===== config.mk =====
export PLATFORM = sky130hd
export DESIGN_NAME = dct8_da_engine
export DESIGN_NICKNAME = d
export VERILOG_FILES = /design/src/rtl/dct_pkg.sv /design/src/rtl/dct_da_rom.sv /design/src/rtl/dct8_da_engine.sv
export SDC_FILE = /design/constraint.sdc
export NUM_CORES = 1
export LEC_CHECK = 0
export CELL_PAD_IN_SITES_DETAIL_PLACEMENT = 1
export CELL_PAD_IN_SITES_GLOBAL_PLACEMENT = 2
export CORE_ASPECT_RATIO = 0.7
export CORE_MARGIN = 1
export CORE_UTILIZATION = 34
export DETAILED_ROUTE_END_ITERATION = 10
export PLACE_DENSITY = 0.9
export SLEW_MARGIN = 25
export SYNTH_ARGS = -nofsm -noshare
export SYNTH_HDL_FRONTEND = slang
export SYNTH_SLANG_ARGS = --single-unit

===== constraint.sdc =====
create_clock -name clk -period 9.1 [get_ports clk]
set_input_delay 2.73 -clock clk [delete_from_list [all_inputs] [get_ports clk]]
set_output_delay 2.73 -clock clk [all_outputs]
set_load 0.05 [all_outputs]

===== src/rtl/dct_pkg.sv =====
// Shared definitions for the distributed-arithmetic 8-point DCT.
// Holds the coefficient table, widths, FSM states and a mask helper.
package dct_pkg;

  localparam int COEF_W = 16;
  localparam int ROM_W  = 18;
  localparam int N      = 8;

  typedef enum logic [1:0] {IDLE, BFLY, ACC, OUT} state_t;

  // round(0.5*c_k*cos((2j+1)k*pi/16)*2^14); only j=0..3 is needed after the butterfly
  localparam logic signed [COEF_W-1:0] DCT_C [8][4] = '{
    '{ 16'sd5793,  16'sd5793,  16'sd5793,  16'sd5793},
    '{ 16'sd8035,  16'sd6811,  16'sd4551,  16'sd1598},
    '{ 16'sd7568,  16'sd3135, -16'sd3135, -16'sd7568},
    '{ 16'sd6811, -16'sd1598, -16'sd8035, -16'sd4551},
    '{ 16'sd5793, -16'sd5793, -16'sd5793,  16'sd5793},
    '{ 16'sd4551, -16'sd8035,  16'sd1598,  16'sd6811},
    '{ 16'sd3135, -16'sd7568,  16'sd7568, -16'sd3135},
    '{ 16'sd1598, -16'sd4551,  16'sd6811, -16'sd8035}
  };

  function automatic logic [2:0] lowest_set(input logic [N-1:0] m);
    lowest_set = 3'd0;
    for (int i = N - 1; i >= 0; i--) begin
      if (m[i]) lowest_set = 3'(i);
    end
  endfunction

endpackage


===== src/rtl/dct_da_rom.sv =====
// Combinational DA lookup: ROM[k][a] = sum of DCT_C[k][j] over set bits j of a.
// Zero latency; no flow control.
module dct_da_rom
  import dct_pkg::*;
(
  input  logic [2:0]              k,
  input  logic [3:0]              a,
  output logic signed [ROM_W-1:0] rom_dat
);

  logic signed [COEF_W-1:0] c;

  always_comb begin
    rom_dat = '0;
    c       = '0;
    for (int j = 0; j < 4; j++) begin
      c = DCT_C[k][j];
      if (a[j]) rom_dat = rom_dat + {{(ROM_W - COEF_W){c[COEF_W-1]}}, c};
    end
  end

endmodule


===== src/rtl/dct8_da_engine.sv =====
// Bit-serial DA 8-point DCT: one block per handshake, one coefficient Zk per beat for each mask bit.
// First beat IN_W+3 cycles after accept, IN_W+2 per further beat; out beat held while !out_ready.
module dct8_da_engine
  import dct_pkg::*;
#(
  parameter int IN_W  = 8,
  parameter int OUT_W = 19,
  parameter int SHIFT = 14
) (
  input  logic              clk,
  input  logic              rst_n,
  input  logic              in_valid,
  output logic              in_ready,
  input  logic [N*IN_W-1:0] in_data,
  input  logic [N-1:0]      in_mask,
  output logic              out_valid,
  input  logic              out_ready,
  output logic [OUT_W-1:0]  out_data,
  output logic [2:0]        out_idx,
  output logic              out_last,
  output logic              busy
);

  localparam int VW    = IN_W + 1;
  localparam int ACC_W = IN_W + 19;
  localparam int BW    = $clog2(IN_W + 1);
  localparam logic signed [ACC_W-1:0] SAT_MAX = ACC_W'((64'sd1 <<< (OUT_W - 1)) - 64'sd1);
  localparam logic signed [ACC_W-1:0] SAT_MIN = ~SAT_MAX;

  typedef struct packed {
    logic [3:0][VW-1:0] s;
    logic [3:0][VW-1:0] d;
  } bfly_t;

  state_t                  state_q, state_d;
  logic [N*IN_W-1:0]       x_q, x_d;
  logic [N-1:0]            mask_q, mask_d;
  bfly_t                   bf_q, bf_d;
  logic [2:0]              k_q, k_d;
  logic [BW-1:0]           b_q, b_d;
  logic signed [ACC_W-1:0] acc_q, acc_d;
  logic                    out_valid_q, out_valid_d;
  logic [OUT_W-1:0]        out_data_q, out_data_d;
  logic [2:0]              out_idx_q, out_idx_d;
  logic                    out_last_q, out_last_d;

  bfly_t                   bf_calc;
  logic [IN_W-1:0]         x_lo, x_hi;
  logic [3:0][VW-1:0]      v;
  logic [3:0]              rom_a;
  logic signed [ROM_W-1:0] rom_dat;
  logic signed [ACC_W-1:0] rom_ext, acc_step, acc_shr;
  logic [OUT_W-1:0]        sat_dat;
  logic [2:0]              k_next;
  logic [N-1:0]            mask_clr;

  dct_da_rom u_rom (
    .k       (k_q),
    .a       (rom_a),
    .rom_dat (rom_dat)
  );

  always_comb begin
    bf_calc = '0;
    x_lo    = '0;
    x_hi    = '0;
    for (int n = 0; n < 4; n++) begin
      x_lo = x_q[n*IN_W +: IN_W];
      x_hi = x_q[(N-1-n)*IN_W +: IN_W];
      bf_calc.s[n] = {x_lo[IN_W-1], x_lo} + {x_hi[IN_W-1], x_hi};
      bf_calc.d[n] = {x_lo[IN_W-1], x_lo} - {x_hi[IN_W-1], x_hi};
    end
  end

  // Even coefficients use the sums, odd ones the differences; b walks from the sign plane down.
  always_comb begin
    v     = k_q[0] ? bf_q.d : bf_q.s;
    rom_a = '0;
    for (int j = 0; j < 4; j++) rom_a[j] = v[j][b_q];
    rom_ext  = {{(ACC_W - ROM_W){rom_dat[ROM_W-1]}}, rom_dat};
    acc_step = (b_q == BW'(IN_W)) ? (acc_q <<< 1) - rom_ext : (acc_q <<< 1) + rom_ext;
    acc_shr  = acc_step >>> SHIFT;
    if (acc_shr > SAT_MAX)      sat_dat = SAT_MAX[OUT_W-1:0];
    else if (acc_shr < SAT_MIN) sat_dat = SAT_MIN[OUT_W-1:0];
    else                        sat_dat = acc_shr[OUT_W-1:0];
  end

  assign k_next   = lowest_set(mask_q);
  assign mask_clr = mask_q & ~(N'(1) << k_next);

  always_comb begin
    state_d     = state_q;
    x_d         = x_q;
    mask_d      = mask_q;
    bf_d        = bf_q;
    k_d         = k_q;
    b_d         = b_q;
    acc_d       = acc_q;
    out_valid_d = out_valid_q;
    out_data_d  = out_data_q;
    out_idx_d   = out_idx_q;
    out_last_d  = out_last_q;
    case (state_q)
      IDLE: begin
        if (in_valid) begin
          x_d    = in_data;
          mask_d = in_mask;
          if (in_mask != '0) state_d = BFLY;
        end
      end
      BFLY: begin
        bf_d    = bf_calc;
        k_d     = k_next;
        mask_d  = mask_clr;
        acc_d   = '0;
        b_d     = BW'(IN_W);
        state_d = ACC;
      end
      ACC: begin
        acc_d = acc_step;
        if (b_q == '0) begin
          out_valid_d = 1'b1;
          out_data_d  = sat_dat;
          out_idx_d   = k_q;
          out_last_d  = (mask_q == '0);
          state_d     = OUT;
        end else begin
          b_d = b_q - BW'(1);
        end
      end
      OUT: begin
        if (out_ready) begin
          out_valid_d = 1'b0;
          if (mask_q != '0) begin
            k_d     = k_next;
            mask_d  = mask_clr;
            acc_d   = '0;
            b_d     = BW'(IN_W);
            state_d = ACC;
          end else begin
            state_d = IDLE;
          end
        end
      end
      default: state_d = IDLE;
    endcase
  end

  always_ff @(posedge clk or negedge rst_n) begin
    if (!rst_n) begin
      state_q     <= IDLE;
      x_q         <= '0;
      mask_q      <= '0;
      bf_q        <= '0;
      k_q         <= '0;
      b_q         <= '0;
      acc_q       <= '0;
      out_valid_q <= 1'b0;
      out_data_q  <= '0;
      out_idx_q   <= '0;
      out_last_q  <= 1'b0;
    end else begin
      state_q     <= state_d;
      x_q         <= x_d;
      mask_q      <= mask_d;
      bf_q        <= bf_d;
      k_q         <= k_d;
      b_q         <= b_d;
      acc_q       <= acc_d;
      out_valid_q <= out_valid_d;
      out_data_q  <= out_data_d;
      out_idx_q   <= out_idx_d;
      out_last_q  <= out_last_d;
    end
  end

  assign in_ready  = (state_q == IDLE);
  assign busy      = (state_q != IDLE);
  assign out_valid = out_valid_q;
  assign out_data  = out_data_q;
  assign out_idx   = out_idx_q;
  assign out_last  = out_last_q;

endmodule


==> qor.csv, run 1 <==
metric;value;unit
synth_fp_nets;2137;
final_cell_mix;222 x nand2_1, 192 x dfrtp_1, 175 x o21ai_0;
finalWirelength;49900;um
setup_viol;0;
hp-class;reg -> reg;
rsz0062_at_grt;yes;
ant_nets;0;
num-nets-final;2359;
dr_wl_met2;23000;um
fin_skew;0.0180;ns
synth_cells;1871;
pin_count;102;
drive_above_1_share;19.4;%
hold_end;bf_q[22];
final_hold_viol_count;0;
syn_area_per_cell;8.52;um^2
grt_usage;21.1;%
synth_edf_count;0;
yosysUniqueCellTypes;82;
rr_endpoint;acc_q[25];
post-route-drc-count;0;
finalCriticalPeriod;9.07;ns
reg2reg_depth;40;
slowest_stage;or4_4;
topRoutingLayerUsed;met4;
worstMarginPinSlew;0.882;ns
reg2reg_slack;0.03;ns
dieArea;0.0478;mm^2
rows;65;
place_ws;-0.632;ns
ys_seq_area_share;30.3;%
avgViaCountPerCell;5.29;
hpwl;38200;um
required;9.45;ns
whs_path_depth;2;
start_kind;flop;
dieHeight;183;um
cts_tree;yes;
timing_worst_setup_path_type;reg -> reg;
clock_path_buffers;2;
start_util;34.9;%
cts_root_buf;clkbuf_16;
fin_ws;0.0311;ns
drt-met1-wl;24500;um
grt_pass1_vias;15488;
h-tree-depth;4;
cts_num_sinks;193;
drt-initial-drc-count;918;
antenna_found_initial;0;
finalCritPeriodShare;99.7;%
clk_pin_slew;0.08;ns
synth_ff_type;dfrtp_1;
synth-seq-cells;193;
r2r_start;k_q[0];
maxSlewHeadroom;41.2;%
die_x;261;um
final_common_cell;nand2_1;
synth_warnings;0;
status;finished clean;
drtPass1Iterations;5;
coreArea;0.0456;mm^2
cts_buffers;17;
vias;14314;
area_growth;25.7;%
overflow;0;
antenna_cells;0;
grt_max_degree;137;
max_stage_delay;0.47;ns
crit_arrival;9.42;ns
worst_setup_path_end_kind;flop;
wl_met3;1620;um
holdCritStartpoint;bf_q[22];
grt_pass1_wl;81200;um
hold_buffers;0;
synth_area;0.0159;mm^2
async_reset_ff_share;100;%
port_buffers;101;
final_util;43.9;%
place.gp.congestion;0.884;
nFillCells;5300;
clk_latency;0.47;ns
cap_violations;0;
worstPathMaxFanout;6;
slew_violations;0;
fmax;110;MHz
routedWlPerCell;18.4;um
-- critical path: cells and delay by family, from the launching register on --
| family | cells | cell delay, ns |
|---|---|---|
| compound gates | 17 | 3.98 |
| xor+xnor | 4 | 0.85 |
| fa+ha+maj | 4 | 1.31 |
| buf+inv | 6 | 0.74 |
| flops | 1 | 0.45 |
| mux | 1 | 0.36 |
| simple gates | 8 | 1.24 |
-- cell usage after synthesis (6+ instances only) --
cell | instances | area share, %
nor4_1 | 12 | 0.47
xor2_1 | 22 | 1.2
fa_1 | 13 | 1.6
o22ai_1 | 6 | 0.24
nand2b_1 | 13 | 0.51
inv_1 | 135 | 3.2
o21ai_0 | 201 | 6.3
mux2_2 | 62 | 4.4
xnor2_1 | 97 | 5.3
buf_2 | 6 | 0.19
clkbuf_1 | 71 | 1.7
a21o_1 | 25 | 1.2
nor3_1 | 27 | 0.85
and2_1 | 7 | 0.27
o31ai_1 | 6 | 0.28
dfrtp_1 | 193 | 30
nand2_1 | 226 | 5.3
mux4_2 | 6 | 0.85
a22o_1 | 15 | 0.82
and3_1 | 9 | 0.35
a31oi_1 | 10 | 0.39
mux2i_1 | 20 | 1.3
ha_1 | 177 | 14
o211ai_1 | 8 | 0.38
nand3_1 | 16 | 0.50
a211oi_1 | 13 | 0.61
buf_4 | 6 | 0.28
a21oi_1 | 140 | 4.4
nand3b_1 | 7 | 0.33
nor2b_1 | 15 | 0.59
o21bai_1 | 42 | 2.0
nor2_1 | 162 | 3.8
o21a_1 | 7 | 0.33
-- per-stage QoR --
stage	TNS [ns]	instance area [um^2]	hold slack (ns)	std cells
floorplan	0	15900	0.442	1871
finish	0	20000	0.480	2708
global route	-3.83	20000	0.508	2708
detailed placement	-5.72	18600	0.468	2650
CTS	-0.00393	19600	0.485	2704
global placement	-1.02	18600	0.457	2650
-- timing repair --
action                                  in CTS  in global routing
gates resized for setup                     62                 96
pin swaps                                   38                 47
endpoints found under the setup margin      20                 20
buffers inserted                            23                 15
-- worst max path at each step --
stage               startpoint           end  slack, ns
finish                  k_q[0]     acc_q[25]       0.03
global route            k_q[0]  out_data[18]      -0.40
CTS                     k_q[0]  out_data[18]     -0.004
detailed placement      k_q[0]  out_data[18]      -0.63
global placement        k_q[0]  out_data[18]      -0.18
floorplan               k_q[0]  out_data[18]       0.04
-- registers in the layout, summed over array words and instances (netlist names), 2 cells and up --
signal    cells
b_q           4
x_q          64
out_data     13
state_q       2
mask_q        8
out_idx       3
bf_q         68
k_q           3
acc_q        26
-- routing by layer --
metal / vias to the layer above / track usage, %
met2: 229 / 34.4
met4: 0 / 4.82
met5: - / 0
met3: 54 / 2.86
li1: 6909 / -
met1: 7122 / 29.6
-- cell families (layout without fill, tap and decap cells) --
| group | after synthesis | count (layout) | synth area share, % |
|---|---|---|---|
| DFF | 193 | 193 | 30.3 |
| and+or+nand+nor | 514 | 514 | 13.9 |
| adders and majority gates | 190 | 190 | 15.5 |
| buffers and inverters | 226 | 460 | 5.75 |
| AOI/OAI and AO/OA | 538 | 538 | 21.0 |
| xor gates and xnor gates | 120 | 120 | 6.69 |
| muxes | 90 | 90 | 6.81 |
-- final cells by class --
cell class	count	area [um^2]	share of cell area, %
multi-input cells	1452	10800	53.9
flip-flops and latches	193	4830	24.1
repair buffers	292	2530	12.6
well taps	603	754	3.76
inverters	137	517	2.58
clock buffers	19	443	2.21
clock inverters	12	151	0.755
Power of run 1 is left out: the tool's default activity adds up to more than one toggle a clock period on the data nets, which glitch-free logic cannot reach.
==> run 2, diff against run 1 <==
Settings changed: CELL_PAD_IN_SITES_DETAIL_PLACEMENT 1 to 0, CELL_PAD_IN_SITES_GLOBAL_PLACEMENT 2 to 1, CORE_MARGIN 1 to 3, CORE_UTILIZATION 34 to 42.
==> qor.csv, run 2 (synthesis gave the netlist of run 1 again) <==
metric;value;unit;change
status;finished, violations left;;was finished clean
violations;negative setup slack;;
place_area;0.0184;mm^2;was 0.0186 mm^2
die_x;239;um;was 261 um
final_hold_viol_count;0;;unchanged
slowest_stage;or4_4;;unchanged
clk_latency;0.46;ns;was 0.47 ns
dieArea;0.0404;mm^2;was 0.0478 mm^2
cts_tree;yes;;unchanged
r2r_start;k_q[0];;unchanged
vias;14132;;was 14,314
top_register;bf_q;;unchanged
num-nets-final;2350;;was 2,359
post-route-drc-count;0;;unchanged
finalWirelength;42800;um;was 49,900 um
cpMostUsedCell;buf_4;;
grt_usage;21.0;%;was 21.1%
crit_path_start;k_q[0];;unchanged
coreArea;0.0373;mm^2;was 0.0456 mm^2
antenna_cells;0;;unchanged
timing_worst_setup_path_type;reg -> reg;;unchanged
dieHeight;169;um;was 183 um
clk_pin_slew;0.08;ns;about the same
cap_violations;0;;unchanged
area_growth;23.7;%;was 25.7%
endpoint;out_data[9];;was acc_q[25]
tns;-0.145;ns;was 0 ns
cts_root_buf;clkbuf_16;;unchanged
worstMarginPinSlew;0.906;ns;was 0.882 ns
slew_violations;0;;unchanged
max_stage_delay;0.47;ns;about the same
grt_pass1_vias;13633;;was 15,488
cts_num_sinks;193;;unchanged
finalNonFillerCells;2585;;was 2,708
final_cell_mix;223 x nand2_1, 192 x dfrtp_1, 179 x o21ai_0;;was 222 x nand2_1, 192 x dfrtp_1, 175 x o21ai_0
hold_buffers;0;;unchanged
crit_arrival;9.48;ns;was 9.42 ns
antenna_found_initial;0;;unchanged
rsz0062_at_grt;yes;;unchanged
place.gp.congestion;0.922;;was 0.884
fin_area;0.0197;mm^2;was 0.0200 mm^2
grt_pass1_wl;69400;um;was 81,200 um
fin_ws;-0.0668;ns;was 0.0311 ns
port_buffers;101;;unchanged
avgViaCountPerCell;5.47;;was 5.29
ant_nets;0;;unchanged
largest_register_ffs;68;;unchanged
routedWlPerCell;16.6;um;was 18.4 um
finalCritPeriodShare;101;%;was 99.7%
fmax;109;MHz;was 110 MHz
finalCriticalPeriod;9.17;ns;was 9.07 ns
clock_path_buffers;2;;unchanged
start_kind;flop;;unchanged
maxSlewHeadroom;39.6;%;was 41.2%
worstPathMaxFanout;7;;was 6
hp-class;reg -> reg;;unchanged
hpwl;32200;um;was 38,200 um
start_util;42.8;%;was 34.9%
pin_count;102;;unchanged
fin_skew;0.0135;ns;was 0.0180 ns
rr_endpoint;out_data[9];;was acc_q[25]
cts_buffers;17;;unchanged
final_common_cell;nand2_1;;unchanged
reg_top3;bf_q x68, x_q x64, acc_q x26;;unchanged
reg2reg_slack;-0.07;ns;was 0.03 ns
setup_viol;3;;was 0
drt-initial-drc-count;1161;;was 918
h-tree-depth;4;;unchanged
worst_setup_path_end_kind;flop;;unchanged
drive_above_1_share;19.0;%;was 19.4%
required;9.42;ns;was 9.45 ns
drtPass1Iterations;6;;was 5
reg2reg_depth;42;;was 40
grt_max_degree;137;;unchanged
dpl.cell_count;2528;;was 2,650
overflow;0;;unchanged
rows;59;;was 65
[run 2: cell types whose count changed in the layout (fill, tap and decap cells not counted), sizes merged]
cell and delta:
clkinv +2, clkbuf -2, buf -8, bufinv -2
clkinvlp +2
[run 2: repair_timing]
| action | CTS | global route |
|---|---|---|
| pin swaps | 25 | 81 |
| buffers inserted | 7 | 20 |
| setup endpoints to repair | 17 | 20 |
| hold endpoints to repair | 0 | 0 |
| resized for setup | 54 | 79 |
[run 2: layer usage]
metal  global-route usage [%]  vias to the layer above  part of all wire (%)
met1                     31.2                     6781                    50
met3                     3.52                       45                   5.5
li1                         -                     6909                     -
met2                     32.0                      397                    44
met5                        0                        -                     0
met4                     4.33                        0                   1.4
[run 2: metrics by stage]
stage	setup WS (ns)	hold WS [ns]	utilization [%]
after detailed placement	-0.377	0.465	49.3
after floorplan	0.0427	0.442	-
after global placement	-0.215	0.455	49.2
final	-0.0668	0.478	52.9
after CTS	0.00479	0.483	51.6
after global routing	-0.429	0.503	52.9
[run 2: worst min-delay path by stage]
stage / startpoint / endpoint / depth (start not counted)
after CTS: bf_q[70] / bf_q[70] / 2
after global routing: bf_q[50] / bf_q[50] / 2
final: bf_q[70] / bf_q[70] / 2
after global placement: bf_q[50] / bf_q[50] / 2
after detailed placement: bf_q[70] / bf_q[70] / 2
after floorplan: bf_q[13] / bf_q[13] / 2
[run 2: layout make-up]
class	count	area [um^2]
fillers	3359	17600
multi-input cells	1452	10800
flip-flops and latches	193	4830
repair buffers	283	2410
well taps	488	611
inverters	137	514
clock buffers	18	439
clock inverters	14	145
[run 2: critical path: cells and delay by family, from the launching register on]
family,cells,cell delay [ns]
AO/OA/AOI/OAI,16,3.56
XOR/XNOR,4,0.87
adder cells (fa/ha/maj),4,1.12
buffers and inverters,8,1.18
flip-flops,1,0.42
multiplexers,1,0.33
AND/OR/NAND/NOR,9,1.52
Power of run 2 is left out for the same reason.
==> run 3, diff against run 2 <==
Settings changed: CORE_UTILIZATION 42 to 43, CTS_BUF_LIST set to sky130_fd_sc_hd__clkbuf_4 sky130_fd_sc_hd__clkbuf_8, PLACE_DENSITY 0.9 to 0.91.
==> qor.csv, run 3 (synthesis gave the netlist of run 1 again) <==
metric;value;unit;change
antenna_cells;0;;unchanged
maxSlewHeadroom;37.2;%;was 39.6%
grt_pass1_vias;13723;;was 13,633
slew_violations;0;;unchanged
antenna_found_initial;0;;unchanged
worstMarginPinSlew;0.942;ns;was 0.906 ns
post-route-drc-count;0;;unchanged
max_stage_delay;0.59;ns;was 0.47 ns
required;9.46;ns;was 9.42 ns
top_register;bf_q;;unchanged
cts_num_sinks;193;;unchanged
final_hold_viol_count;0;;unchanged
place_ws;-0.284;ns;was -0.377 ns
drive_above_1_share;18.6;%;was 19.0%
start_util;44.0;%;was 42.8%
fin_area;0.0194;mm^2;was 0.0197 mm^2
port_buffers;101;;unchanged
reg_top3;bf_q x68, x_q x64, acc_q x26;;unchanged
ant_nets;0;;unchanged
hold_slack;0.489;ns;was 0.478 ns
place_area;0.0181;mm^2;was 0.0184 mm^2
slowest_stage;or4_4;;unchanged
finalCritPeriodShare;98.7;%;was 101%
hpwl;31900;um;was 32,200 um
cts_tree;yes;;unchanged
rows;58;;was 59
grt_usage;21.1;%;was 21.0%
worst_setup_path_end_kind;flop;;unchanged
clk_pin_slew;0.12;ns;was 0.08 ns
hp-class;reg -> reg;;unchanged
crit_arrival;9.34;ns;was 9.48 ns
pin_count;102;;unchanged
h-tree-depth;4;;unchanged
drtPass1Iterations;5;;was 6
finalCriticalPeriod;8.98;ns;was 9.17 ns
final_cell_mix;221 x nand2_1, 192 x dfrtp_1, 179 x o21ai_0;;was 223 x nand2_1, 192 x dfrtp_1, 179 x o21ai_0
cts_root_buf;clkbuf_8;;was clkbuf_16
status;finished clean;;was finished, violations left
drt-initial-drc-count;971;;was 1,161
clk_latency;0.51;ns;was 0.46 ns
setup_viol;0;;was 3
hold_buffers;0;;unchanged
finalWirelength;42400;um;was 42,800 um
dieArea;0.0395;mm^2;was 0.0404 mm^2
clock_path_buffers;2;;unchanged
rsz0062_at_grt;yes;;unchanged
nFillCells;3254;;was 3,359
largest_register_ffs;68;;unchanged
fin_ws;0.116;ns;was -0.0668 ns
avgViaCountPerCell;5.48;;was 5.47
fin_skew;0.0277;ns;was 0.0135 ns
routedWlPerCell;16.7;um;was 16.6 um
cts_buffers;17;;unchanged
grt_max_degree;137;;unchanged
timing_worst_setup_path_type;reg -> reg;;unchanged
place.gp.congestion;0.911;;was 0.922
fmax;111;MHz;was 109 MHz
num-nets-final;2312;;was 2,350
area_growth;21.8;%;was 23.7%
vias;13909;;was 14,132
reg2reg_slack;0.12;ns;was -0.07 ns
dieHeight;167;um;was 169 um
cap_violations;0;;unchanged
grt_pass1_wl;69400;um;about the same
final_util;53.6;%;was 52.9%
overflow;0;;unchanged
coreArea;0.0362;mm^2;was 0.0373 mm^2
start_kind;flop;;unchanged
worstPathMaxFanout;5;;was 7
final_common_cell;nand2_1;;unchanged
die_x;236;um;was 239 um
==> run 3: cell types whose count changed in the layout (fill, tap and decap cells not counted), sizes merged <==
cell	before	now
buf	183	145
clkinvlp	3	5
clkinv	7	6
inv	141	140
==> run 3: layer usage <==
metal | GRT usage, % | share of wire (%) | wire length (um)
met2 | 32.6 | 44 | 18800
met4 | 3.49 | 0.77 | 326
met1 | 31.5 | 50 | 21400
met5 | 0 | 0 | 0
met3 | 3.41 | 4.6 | 1950
==> run 3: repair_timing <==
action / in CTS / in global routing
cloned: 0 / 0
setup endpoints to repair: 14 / 20
pin swaps: 28 / 74
buffers inserted: 8 / 14
resized for setup: 47 / 126
==> run 3: worst max-delay path, delay by kind of cell, from the launching register on <==
family | cells | cell delay, ns
mux | 2 | 0.36
fa+ha+maj | 4 | 1.16
flops | 1 | 0.45
compound gates | 21 | 3.79
buf+inv | 9 | 1.04
simple gates | 6 | 1.17
xor+xnor | 4 | 0.84
==> run 3: path summary, 6_finish.rpt <==
path | end | depth (start not counted) | start
worst min-delay path | bf_q[49] | 2 | bf_q[49]
min in group asynchronous | out_data[7] | 1 | rst_n
worst max-delay path | acc_q[23] | 46 | k_q[0]
max in group asynchronous | b_q[0] | 2 | rst_n
worst max register to register | acc_q[23] | 46 | k_q[0]
worst min register to register | bf_q[49] | 2 | bf_q[49]
==> run 3: cell type report <==
type | instances | area, um^2 | area share [%]
clock buffer | 18 | 241 | 1.24
clock inverter | 14 | 146 | 0.754
inverter | 137 | 517 | 2.66
multi-input combinational | 1452 | 10900 | 56.2
sequential | 193 | 4830 | 24.9
tap | 480 | 601 | 3.09
timing repair buffer | 245 | 2160 | 11.1
==> run 3: through the flow <==
stage               std cells  setup TNS (ns)
floorplan                1871               0
detailed placement       2485           -1.26
finish                   2539               0
CTS                      2525               0
global placement         2485         -0.0982
global route             2539           -2.29
Power of run 3 is left out for the same reason.
